### config.mk
export PLATFORM = sky130hd
export DESIGN_NAME = dist_priority_queue
export DESIGN_NICKNAME = d
export VERILOG_FILES = /design/src/rtl/dist_priority_queue.sv
export SDC_FILE = /design/constraint.sdc
export NUM_CORES = 1
export LEC_CHECK = 0
export BUFFER_PORTS_ARGS = -buffer_cell sky130_fd_sc_hd__buf_4
export CORE_AREA = 5 5 113 115
export CTS_BUF_LIST = sky130_fd_sc_hd__clkbuf_8
export CTS_CLUSTER_DIAMETER = 60
export DETAILED_ROUTE_END_ITERATION = 10
export DIE_AREA = 0 0 118 120
export HOLD_SLACK_MARGIN = 0.15
export PLACE_DENSITY = 0.75
export REMOVE_ABC_BUFFERS = 1
export SYNTH_ARGS = -nofsm -noshare
export SYNTH_HDL_FRONTEND = slang
export SYNTH_SLANG_ARGS = --single-unit
### constraint.sdc
create_clock -name clock -period 4.8 [get_ports clock]
set_input_delay 0.48 -clock clock [delete_from_list [all_inputs] [get_ports clock]]
set_output_delay 0.48 -clock clock [all_outputs]
set_load 0.05 [all_outputs]
### src/rtl/dist_priority_queue.sv
// Distance store and extract-min priority queue for the Dijkstra engine.
// Holds a tentative distance and a visited bit per node. Extract-min scans LANES
// nodes per cycle and marks the winner visited when the result is issued.
// Optional feature: define DIST_PQ_DECREASE_ONLY_EN to accept a set only when it
// lowers the stored distance.
module dist_priority_queue #(
    parameter int unsigned MAX_NODES   = 8,
    parameter int unsigned INDEX_WIDTH = 3,
    parameter int unsigned VALUE_WIDTH = 8,
    parameter int unsigned LANES       = 2
) (
    input  logic                   clock,
    input  logic                   reset,
    input  logic                   init_en,
    input  logic [INDEX_WIDTH-1:0] init_index,
    input  logic                   set_en,
    input  logic [INDEX_WIDTH-1:0] set_index,
    input  logic [VALUE_WIDTH-1:0] set_value,
    input  logic [INDEX_WIDTH-1:0] read_index,
    output logic [VALUE_WIDTH-1:0] read_value,
    output logic                   read_visited,
    input  logic                   pop_en,
    output logic                   busy,
    output logic                   pop_done,
    output logic                   pop_empty,
    output logic [INDEX_WIDTH-1:0] pop_index,
    output logic [VALUE_WIDTH-1:0] pop_value
);

    localparam int unsigned Groups = MAX_NODES / LANES;
    localparam int unsigned GrpW   = (Groups > 1) ? $clog2(Groups) : 1;
    localparam logic [VALUE_WIDTH-1:0] Inf       = '1;
    localparam logic [GrpW-1:0]        LastGroup = GrpW'(Groups - 1);

    typedef enum logic [0:0] {StIdle, StScan} state_e;

    state_e                 state_q, state_d;
    logic [VALUE_WIDTH-1:0] dist_q [MAX_NODES];
    logic [VALUE_WIDTH-1:0] dist_d [MAX_NODES];
    logic [MAX_NODES-1:0]   visited_q, visited_d;
    logic [GrpW-1:0]        grp_q, grp_d;
    logic [INDEX_WIDTH-1:0] best_idx_q, best_idx_d;
    logic [VALUE_WIDTH-1:0] best_val_q, best_val_d;
    logic                   best_ok_q, best_ok_d;
    logic                   pop_done_q, pop_done_d;
    logic                   pop_empty_q, pop_empty_d;
    logic [INDEX_WIDTH-1:0] pop_index_q, pop_index_d;
    logic [VALUE_WIDTH-1:0] pop_value_q, pop_value_d;

    logic                   lane_ok;
    logic [INDEX_WIDTH-1:0] lane_idx;
    logic [VALUE_WIDTH-1:0] lane_val;
    logic                   cur_ok;
    logic [INDEX_WIDTH-1:0] cur_idx;
    logic [VALUE_WIDTH-1:0] cur_val;
    logic                   set_accept;

    assign read_value   = dist_q[read_index];
    assign read_visited = visited_q[read_index];
    assign busy         = (state_q == StScan);
    assign pop_done     = pop_done_q;
    assign pop_empty    = pop_empty_q;
    assign pop_index    = pop_index_q;
    assign pop_value    = pop_value_q;

    // Write acceptance; visited nodes are frozen.
`ifdef DIST_PQ_DECREASE_ONLY_EN
    assign set_accept = set_en && !visited_q[set_index] && (set_value < dist_q[set_index]);
`else
    assign set_accept = set_en && !visited_q[set_index];
`endif

    // Best qualifying lane of the current group, merged with the running best.
    always_comb begin
        logic [INDEX_WIDTH-1:0] idx;
        lane_ok  = 1'b0;
        lane_idx = '0;
        lane_val = Inf;
        for (int l = 0; l < int'(LANES); l++) begin
            idx = INDEX_WIDTH'(int'(grp_q) * int'(LANES) + l);
            // Ascending lane order with strict compare keeps ties on the lower index.
            if (!visited_q[idx] && dist_q[idx] != Inf && (!lane_ok || dist_q[idx] < lane_val)) begin
                lane_ok  = 1'b1;
                lane_idx = idx;
                lane_val = dist_q[idx];
            end
        end
        if (lane_ok && (!best_ok_q || lane_val < best_val_q)) begin
            cur_ok  = 1'b1;
            cur_idx = lane_idx;
            cur_val = lane_val;
        end else begin
            cur_ok  = best_ok_q;
            cur_idx = best_idx_q;
            cur_val = best_val_q;
        end
    end

    // Next-state: init > set > pop, scan stepping and result generation.
    always_comb begin
        state_d     = state_q;
        dist_d      = dist_q;
        visited_d   = visited_q;
        grp_d       = grp_q;
        best_idx_d  = best_idx_q;
        best_val_d  = best_val_q;
        best_ok_d   = best_ok_q;
        pop_done_d  = 1'b0;
        pop_empty_d = pop_empty_q;
        pop_index_d = pop_index_q;
        pop_value_d = pop_value_q;
        if (init_en) begin
            for (int n = 0; n < int'(MAX_NODES); n++) dist_d[n] = Inf;
            dist_d[init_index] = '0;
            visited_d = '0;
            state_d   = StIdle;
            grp_d     = '0;
            best_ok_d = 1'b0;
        end else begin
            if (set_accept) dist_d[set_index] = set_value;
            unique case (state_q)
                StIdle: begin
                    if (pop_en) begin
                        state_d   = StScan;
                        grp_d     = '0;
                        best_ok_d = 1'b0;
                    end
                end
                StScan: begin
                    if (set_accept) begin
                        // The store changed under the scan: start over.
                        grp_d     = '0;
                        best_ok_d = 1'b0;
                    end else if (grp_q == LastGroup) begin
                        state_d    = StIdle;
                        pop_done_d = 1'b1;
                        if (cur_ok) begin
                            pop_empty_d        = 1'b0;
                            pop_index_d        = cur_idx;
                            pop_value_d        = cur_val;
                            visited_d[cur_idx] = 1'b1;
                        end else begin
                            pop_empty_d = 1'b1;
                            pop_index_d = '0;
                            pop_value_d = Inf;
                        end
                    end else begin
                        grp_d      = grp_q + 1'b1;
                        best_ok_d  = cur_ok;
                        best_idx_d = cur_idx;
                        best_val_d = cur_val;
                    end
                end
                default: state_d = StIdle;
            endcase
        end
    end

    // State registers with synchronous active-high reset.
    always_ff @(posedge clock) begin
        if (reset) begin
            state_q     <= StIdle;
            for (int n = 0; n < int'(MAX_NODES); n++) dist_q[n] <= Inf;
            visited_q   <= '0;
            grp_q       <= '0;
            best_idx_q  <= '0;
            best_val_q  <= Inf;
            best_ok_q   <= 1'b0;
            pop_done_q  <= 1'b0;
            pop_empty_q <= 1'b0;
            pop_index_q <= '0;
            pop_value_q <= Inf;
        end else begin
            state_q     <= state_d;
            dist_q      <= dist_d;
            visited_q   <= visited_d;
            grp_q       <= grp_d;
            best_idx_q  <= best_idx_d;
            best_val_q  <= best_val_d;
            best_ok_q   <= best_ok_d;
            pop_done_q  <= pop_done_d;
            pop_empty_q <= pop_empty_d;
            pop_index_q <= pop_index_d;
            pop_value_q <= pop_value_d;
        end
    end

endmodule

After elaboration in Yosys (flattened, before gate mapping)
Index checks and enable logic that the tools add are counted.
{"block": "word_totals", "regBits": 100, "ramBits": 0, "memories": 0, "word_cells": 124, "romBits": 0, "out_inout_bits": 23, "latch_bits": 0}
{"block": "op_classes", "div_mod_pow": 0, "reduce_logical": 22, "n_addsub": 2, "mux": 51, "magnitude_cmp": 15, "n_eq_ne": 5, "bitwise": 11, "shift": 0, "multipliers": 0}
{"op": "$mux W64", "n": 2}
{"op": "$mux W8", "n": 12}
{"op": "$bmux W8 S3", "n": 3}
{"op": "$bwmux W64", "n": 1}
{"op": "$not A64 Y64", "n": 1}
{"op": "$demux W8 S3", "n": 2}
{"op": "$ge A4 B4 Y1 const B", "n": 5}
{"op": "$lt A3 B4 Y1 const B", "n": 5}
{"op": "$not A3 Y4", "n": 5}
{"op": "$lt A8 B8 Y1", "n": 2}
{"op": "$mux W1", "n": 16}
{"op": "$ne A8 B8 Y1 const B", "n": 2}
{"op": "$mux W3", "n": 4}
{"op": "$reduce_and A4 Y1", "n": 3}
{"op": "$bmux W1 S3", "n": 3}
{"op": "$logic_and A1 B1 Y1", "n": 8}
{"op": "$lt A4 B1 Y1 const B", "n": 2}
{"op": "$or A8 B8 Y8", "n": 1}
{"op": "$mux W2", "n": 3}
{"op": "$logic_not A1 Y1", "n": 5}
{"op": "$not A1 Y1", "n": 4}
{"op": "$pmux W1 S2", "n": 2}
{"op": "$pmux W2 S2", "n": 1}
{"op": "$reduce_or A4 Y1", "n": 1}
{"op": "12 further kinds", "n": 13}

Longest topological paths before layout
{"block": "logic_depth", "ltp_word": 20, "mapped_depth": 23, "ltp_nobuf": 18}

Worst setup path after synthesis
Ideal clock, no wire load.
{"block": "synth_path", "path_kind": "reg-to-reg", "startpoint": "reg grp_q[0]", "endpoint": "reg visited_q[6]", "required_time_ps": 4738, "setup_ps": 62, "t_arrival_ps": 4715, "stages_incl_launch_ff": 21, "slack_ps": 23, "n_path_buf": 3, "path_cell_list": "dfxtp_1 buf_6 buf_12 mux4_1 ha_1 nand4_1 a211oi_1 o21ai_1 a21oi_2 clkbuf_1 o21ai_0 o31a_1 ha_1 nand4_1 nor2_1 nand2_1 or4_1 o211a_2 o21a_1 or4_1 nand3_1"}
{"block": "synth_via", "elab_chain_cells": 20, "word_cells_on_any_way": 42, "classes_between": "add/sub (1); order compare (4); eq/ne (3); mux (20); bitwise (3); reduce/logical (11)"}
{"item": "from (decl)", "line": "41", "source": "logic [GrpW-1:0] grp_q, grp_d;"}
{"item": "from (signal assigned)", "line": "177", "source": "grp_q <= grp_d;"}
{"item": "$not A3 Y4 (not written as such)", "line": "82, 85"}
{"item": "$bmux W8 S3", "line": "82, 85"}
{"item": "$mux W8 (not written as such) (2 in a row)", "line": "82, 85"}
{"item": "$ne A8 B8 Y1", "line": "82", "source": "if (!visited_q[idx] && dist_q[idx] != Inf && (!lane_ok || dist_q[idx] < lane_val)) begin"}
{"item": "$logic_and A1 B1 Y1", "line": "82"}
{"item": "$mux W8 / $mux W1 (equally long branches)", "line": "82"}
{"item": "$lt A8 B8 Y1 / $logic_not A1 Y1 (equally long branches)", "line": "82"}
{"item": "$logic_or A1 B1 Y1", "line": "82"}
{"item": "(+3 left out)"}
{"item": "$logic_or A1 B1 Y1", "line": "88", "source": "if (lane_ok && (!best_ok_q || lane_val < best_val_q)) begin"}
{"item": "$logic_and A1 B1 Y1", "line": "88"}
{"item": "$mux W3", "line": "88"}
{"item": "$lt A3 B4 Y1 (not written as such) / $ge A3 B1 Y1 (equally long branches)", "line": "141", "source": "visited_d[cur_idx] = 1'b1;"}
{"item": "$logic_and A1 B1 Y1 (not written as such)", "line": "141"}
{"item": "$mux W1 (not written as such)", "line": "141"}
{"item": "$demux W1 S3", "line": "141"}
{"item": "$or A8 B8 Y8 (no line)"}
{"item": "to (signal assigned)", "line": "176", "source": "visited_q <= visited_d;"}
{"item": "to (decl)", "line": "40", "source": "logic [MAX_NODES-1:0] visited_q, visited_d;"}
Several ways; a longest one is shown, not always the timed one. The select of a mux whose other input is x is not followed.
A chain may end at the register's enable or synchronous reset.

Final worst setup path
{"block": "layout_path", "startpoint": "reg grp_q[0]", "endpoint": "reg best_val_q[2]"}
{"block": "layout_via", "elab_chain_cells": 15, "word_cells_on_any_way": 34, "classes_between": "add/sub (1); order compare (2); eq/ne (3); mux (15); bitwise (3); reduce/logical (10)"}
{"item": "$not A3 Y4 (not written as such)", "line": "82, 85"}
{"item": "$bmux W8 S3", "line": "82, 85"}
{"item": "$mux W8 (not written as such) (2 in a row)", "line": "82, 85"}
{"item": "$ne A8 B8 Y1", "line": "82"}
{"item": "$logic_and A1 B1 Y1", "line": "82"}
{"item": "$mux W8 / $mux W1 (equally long branches)", "line": "82"}
{"item": "$lt A8 B8 Y1 / $logic_not A1 Y1 (equally long branches)", "line": "82"}
{"item": "$logic_or A1 B1 Y1", "line": "82"}
{"item": "$logic_and A1 B1 Y1", "line": "82"}
{"item": "$mux W8", "line": "82"}
{"item": "$lt A8 B8 Y1", "line": "88"}
{"item": "$logic_or A1 B1 Y1", "line": "88"}
{"item": "$logic_and A1 B1 Y1", "line": "88"}
{"item": "$mux W8", "line": "88"}
{"item": "to (signal assigned)", "line": "167", "source": "best_val_q <= Inf;"}
{"item": "to (signal assigned)", "line": "179", "source": "best_val_q <= best_val_d;"}
{"item": "to (decl)", "line": "43", "source": "logic [VALUE_WIDTH-1:0] best_val_q, best_val_d;"}
Several ways; a longest one is shown, not always the timed one. The select of a mux whose other input is x is not followed.

==> impl_metrics.yaml <==
run_status:
  outcome: "finished with violations"
  violations: "setup timing"
clock_network:
  cts_made_buffers: 9
  htree_levels: 3
  insertion_delay_ns: 0.39
  tritoncts: "yes"
  clkTransAtPathRegs_ns: 0.11
  cts_root_buffer: "clkbuf_8"
  numClockSinks: 100
  clk_path_buf_depth: 2
floorplanning:
  start_util_pct: 48.7
  fp.dieW_um: 118
  core_area_um2: 11700
  io_pins: 45
  rows: 40
  dieArea_um2: 14200
  fp.dieH_um: 120
detailed_routing:
  avgViaCountPerCell: 6.40
  dr_wl_met2_um: 7850
  ant_nets: 0
  wl_met3_um: 1310
  wirelength_um: 16300
  vias: 4898
  top_layer_used: "met4"
  wl_met1_um: 6520
  route.detailed.drc: 0
  drt_iter0_drc: 509
  wl_per_cell_um: 21.3
  dr.pass1.iters: 5
synth:
  synth-xor-area-share_pct: 0
  synth_area_leader_cell: "dfxtp_1"
  synth_common_cells: "dfxtp_1, mux2i_1, o21ai_0, nor2_1, clkbuf_1"
  synth-simple-area-share_pct: 9.61
  synth-seq-cells: 100
  synth_top_family_by_area: "multiplexers"
  ys_warn_count: 0
  synth_area_leaders: "dfxtp_1, mux2i_1, mux4_2"
  synth_seq_area_share_pct: 35.1
  synth.mux.area_fraction_pct: 32.0
  synth_edf_count: 0
  syn_inst: 562
  synth_compound_area_share_pct: 15.1
  synth_cell_type_count: 53
  async_reset_ff_share_pct: 0
  syn_area_um2: 5700
  synth_top_area_share_pct: 35.1
  synth_fa_ha_area_share_pct: 3.29
  yosysMostFrequentCell: "dfxtp_1"
  synth-main-ff-cell: "dfxtp_1"
  syn_area_per_cell_um2: 10.1
sta:
  hold_viol_final: 0
  fin_crit_ns: 4.93
  relSlewSlack_pct: 33.5
  fin_skew_ns: 0.0197
  drv_slew: 0
  final.period_utilization_pct: 103
  setup_ws_ns: -0.131
  fmax_mhz: 203
  rsz0062_at_grt: "yes"
  worst_pin_slew_ns: 0.997
  setup_violations: 25
  fin_tns_setup_ns: -1.76
critical_path:
  cpMostUsedCell: "buf_6"
  crit_buf_inv: 6
  worstSetupPathType: "reg -> reg"
  path_cells: "buf_12, mux4_2, nor2_4, ha_4, a2111o_1, o21ai_2, a21oi_4, buf_6, buf_6, o31a_1, ha_1, nand4_1, nor2_2, nand2_1, or4_4, o211a_4, buf_6, o211ai_4, buf_4, clkbuf_16, nor3_1, a21oi_1"
  crit_family: "compound AO/OA/AOI/OAI gates"
  crit_path_max_fanout: 7
  slowest_stage: "mux4_2"
  worstPathArrival_ns: 5.24
  worstPathRequired_ns: 5.11
  startpoint_type: "register"
  cpPeakStageDelay_ns: 0.56
  end_kind: "register"
cells_and_area:
  area.growth.synth_to_final_pct: 20.7
  final_nets: 651
  fin_cells: 765
  layout-drive-gt1-share_pct: 30.9
  postLayoutCoreUtil_pct: 58.8
  insertedDiodeCount: 0
global_route:
  grt_pass1_vias: 4833
  globalRoute.totalOverflow: 0
  grt_pass1_wl_um: 25300
  grt.total_usage_pct: 22.0
  antenna_found_initial: 0
  grt_start_max_net_pins: 47
pwr:
  ir_drop_mv: 0.248
  p_per_area_nw_per_um2: 285
  p_leak_nw: 3.00
flow_run:
  maxCapViolCount: 0
place:
  finalWeightedCongestion: 0.918
  dp_hpwl_um: 10900
  dp_cells: 737
  numPortBuffers: 44
worst_hold_path:
  hold_path.class: "in -> reg"
[per-layer routing]
| metal | vias to the layer above | global-route usage (%) |
|---|---|---|
| li1 | 2212 | - |
| met5 | - | 0 |
| met1 | 2398 | 27.9 |
| met4 | 0 | 8.39 |
| met3 | 47 | 4.57 |
| met2 | 241 | 37.0 |
[sequential cells by signal (all words and copies together) (netlist names)]
| name | flops |
|---|---|
| pop_done | 1 |
| visited_q | 8 |
| pop_empty | 1 |
| best_idx_q | 3 |
| dist_q | 64 |
| pop_value | 8 |
| best_val_q | 8 |
| best_ok_q | 1 |
| grp_q | 2 |
| busy | 1 |
| pop_index | 3 |
[worst reg2reg max path, cell delays in order (launching register included)]
cell,delay (ns)
dfxtp_4,0.38
buf_12,0.13
mux4_2,0.56
nor2_4,0.18
ha_4,0.22
a2111o_1,0.46
o21ai_2,0.21
a21oi_4,0.10
buf_6,0.14
buf_6,0.11
o31a_1,0.32
ha_1,0.29
nand4_1,0.16
nor2_2,0.16
nand2_1,0.06
or4_4,0.42
o211a_4,0.17
buf_6,0.12
o211ai_4,0.23
buf_4,0.16
clkbuf_16,0.13
nor3_1,0.04
a21oi_1,0.12
[metrics by stage]
stage | setup WS, ns | cell area, um^2 | power, W | hold WS [ns]
2_1_floorplan | -0.771 | 5470 | 0.00113 | 0.435
3_3_place_gp | -0.0273 | 6250 | 0.00128 | 0.435
3_5_place_dp | -0.151 | 6250 | 0.00129 | 0.453
4_1_cts | 0.00192 | 6500 | 0.00189 | 0.442
5_1_grt | -0.278 | 6880 | 0.00203 | 0.458
6_report | -0.131 | 6880 | 0.00196 | 0.442
[cell usage in the layout, fill, tap and decap left out, drive strengths merged, types with 2 or more instances in the layout]
cell	instances
a211oi	2
a21bo	2
a21o	4
a21oi	28
a32oi	2
and3	2
buf	88
bufinv	2
clkbuf	10
dfxtp	100
ha	15
inv	14
mux2	10
mux2i	83
mux4	38
nand2	18
nand3	5
nand3b	5
nand4	8
nand4b	2
nor2	42
nor2b	6
nor3	13
o21ai	84
o21bai	3
o31a	8
or3	2
or3b	2
or4	2
[worst paths after layout]
path / slack [ns] / from / depth (start not counted) / endpoint
worst max-delay path: -0.13 / grp_q[0]$_SDFFE_PP0P_ / 22 / best_val_q[2]$_SDFFE_PP1P_
worst min-delay path: 0.44 / set_value[2] / 3 / dist_q[50]$_SDFFE_PP1P_
worst min register to register: 0.46 / pop_index[2]$_SDFFE_PP0P_ / 2 / pop_index[2]$_SDFFE_PP0P_
worst max register to register: -0.13 / grp_q[0]$_SDFFE_PP0P_ / 22 / best_val_q[2]$_SDFFE_PP1P_
[power breakdown]
group / total (W) / internal (W) / switching, W
Clock: 0.000609 / 0.000297 / 0.000312
Sequential: 0.000892 / 0.000864 / 0.0000284
Combinational: 0.000459 / 0.000213 / 0.000246
Total: 0.00196 / 0.00137 / 0.000586
[cell families (layout without fill, tap and decap cells)]
family	count (synthesis)	count (layout)
buf+inv	60	116
compound gates	145	145
flops	100	100
simple gates	111	111
fa+ha+maj	15	15
mux	131	131
[timing repair]
| action | 4_1_cts | 5_1_grt |
|---|---|---|
| setup endpoints to repair | 29 | 30 |
| pin swaps | 3 | 25 |
| buffers inserted | 0 | 13 |
| hold buffers | 0 | 0 |
| gates resized for setup | 11 | 56 |
| endpoints found under the hold margin | 0 | 0 |
| cloned | 0 | 1 |
[layout make-up]
class	instances	area [um^2]
fillers	960	4830
multi-input cells	402	3650
flip-flops and latches	100	2010
repair buffers	89	781
well taps	147	184
clock buffers	9	124
clock inverters	6	96.3
inverters	12	45.0
Note: power is estimated with default switching activity, not from simulation.
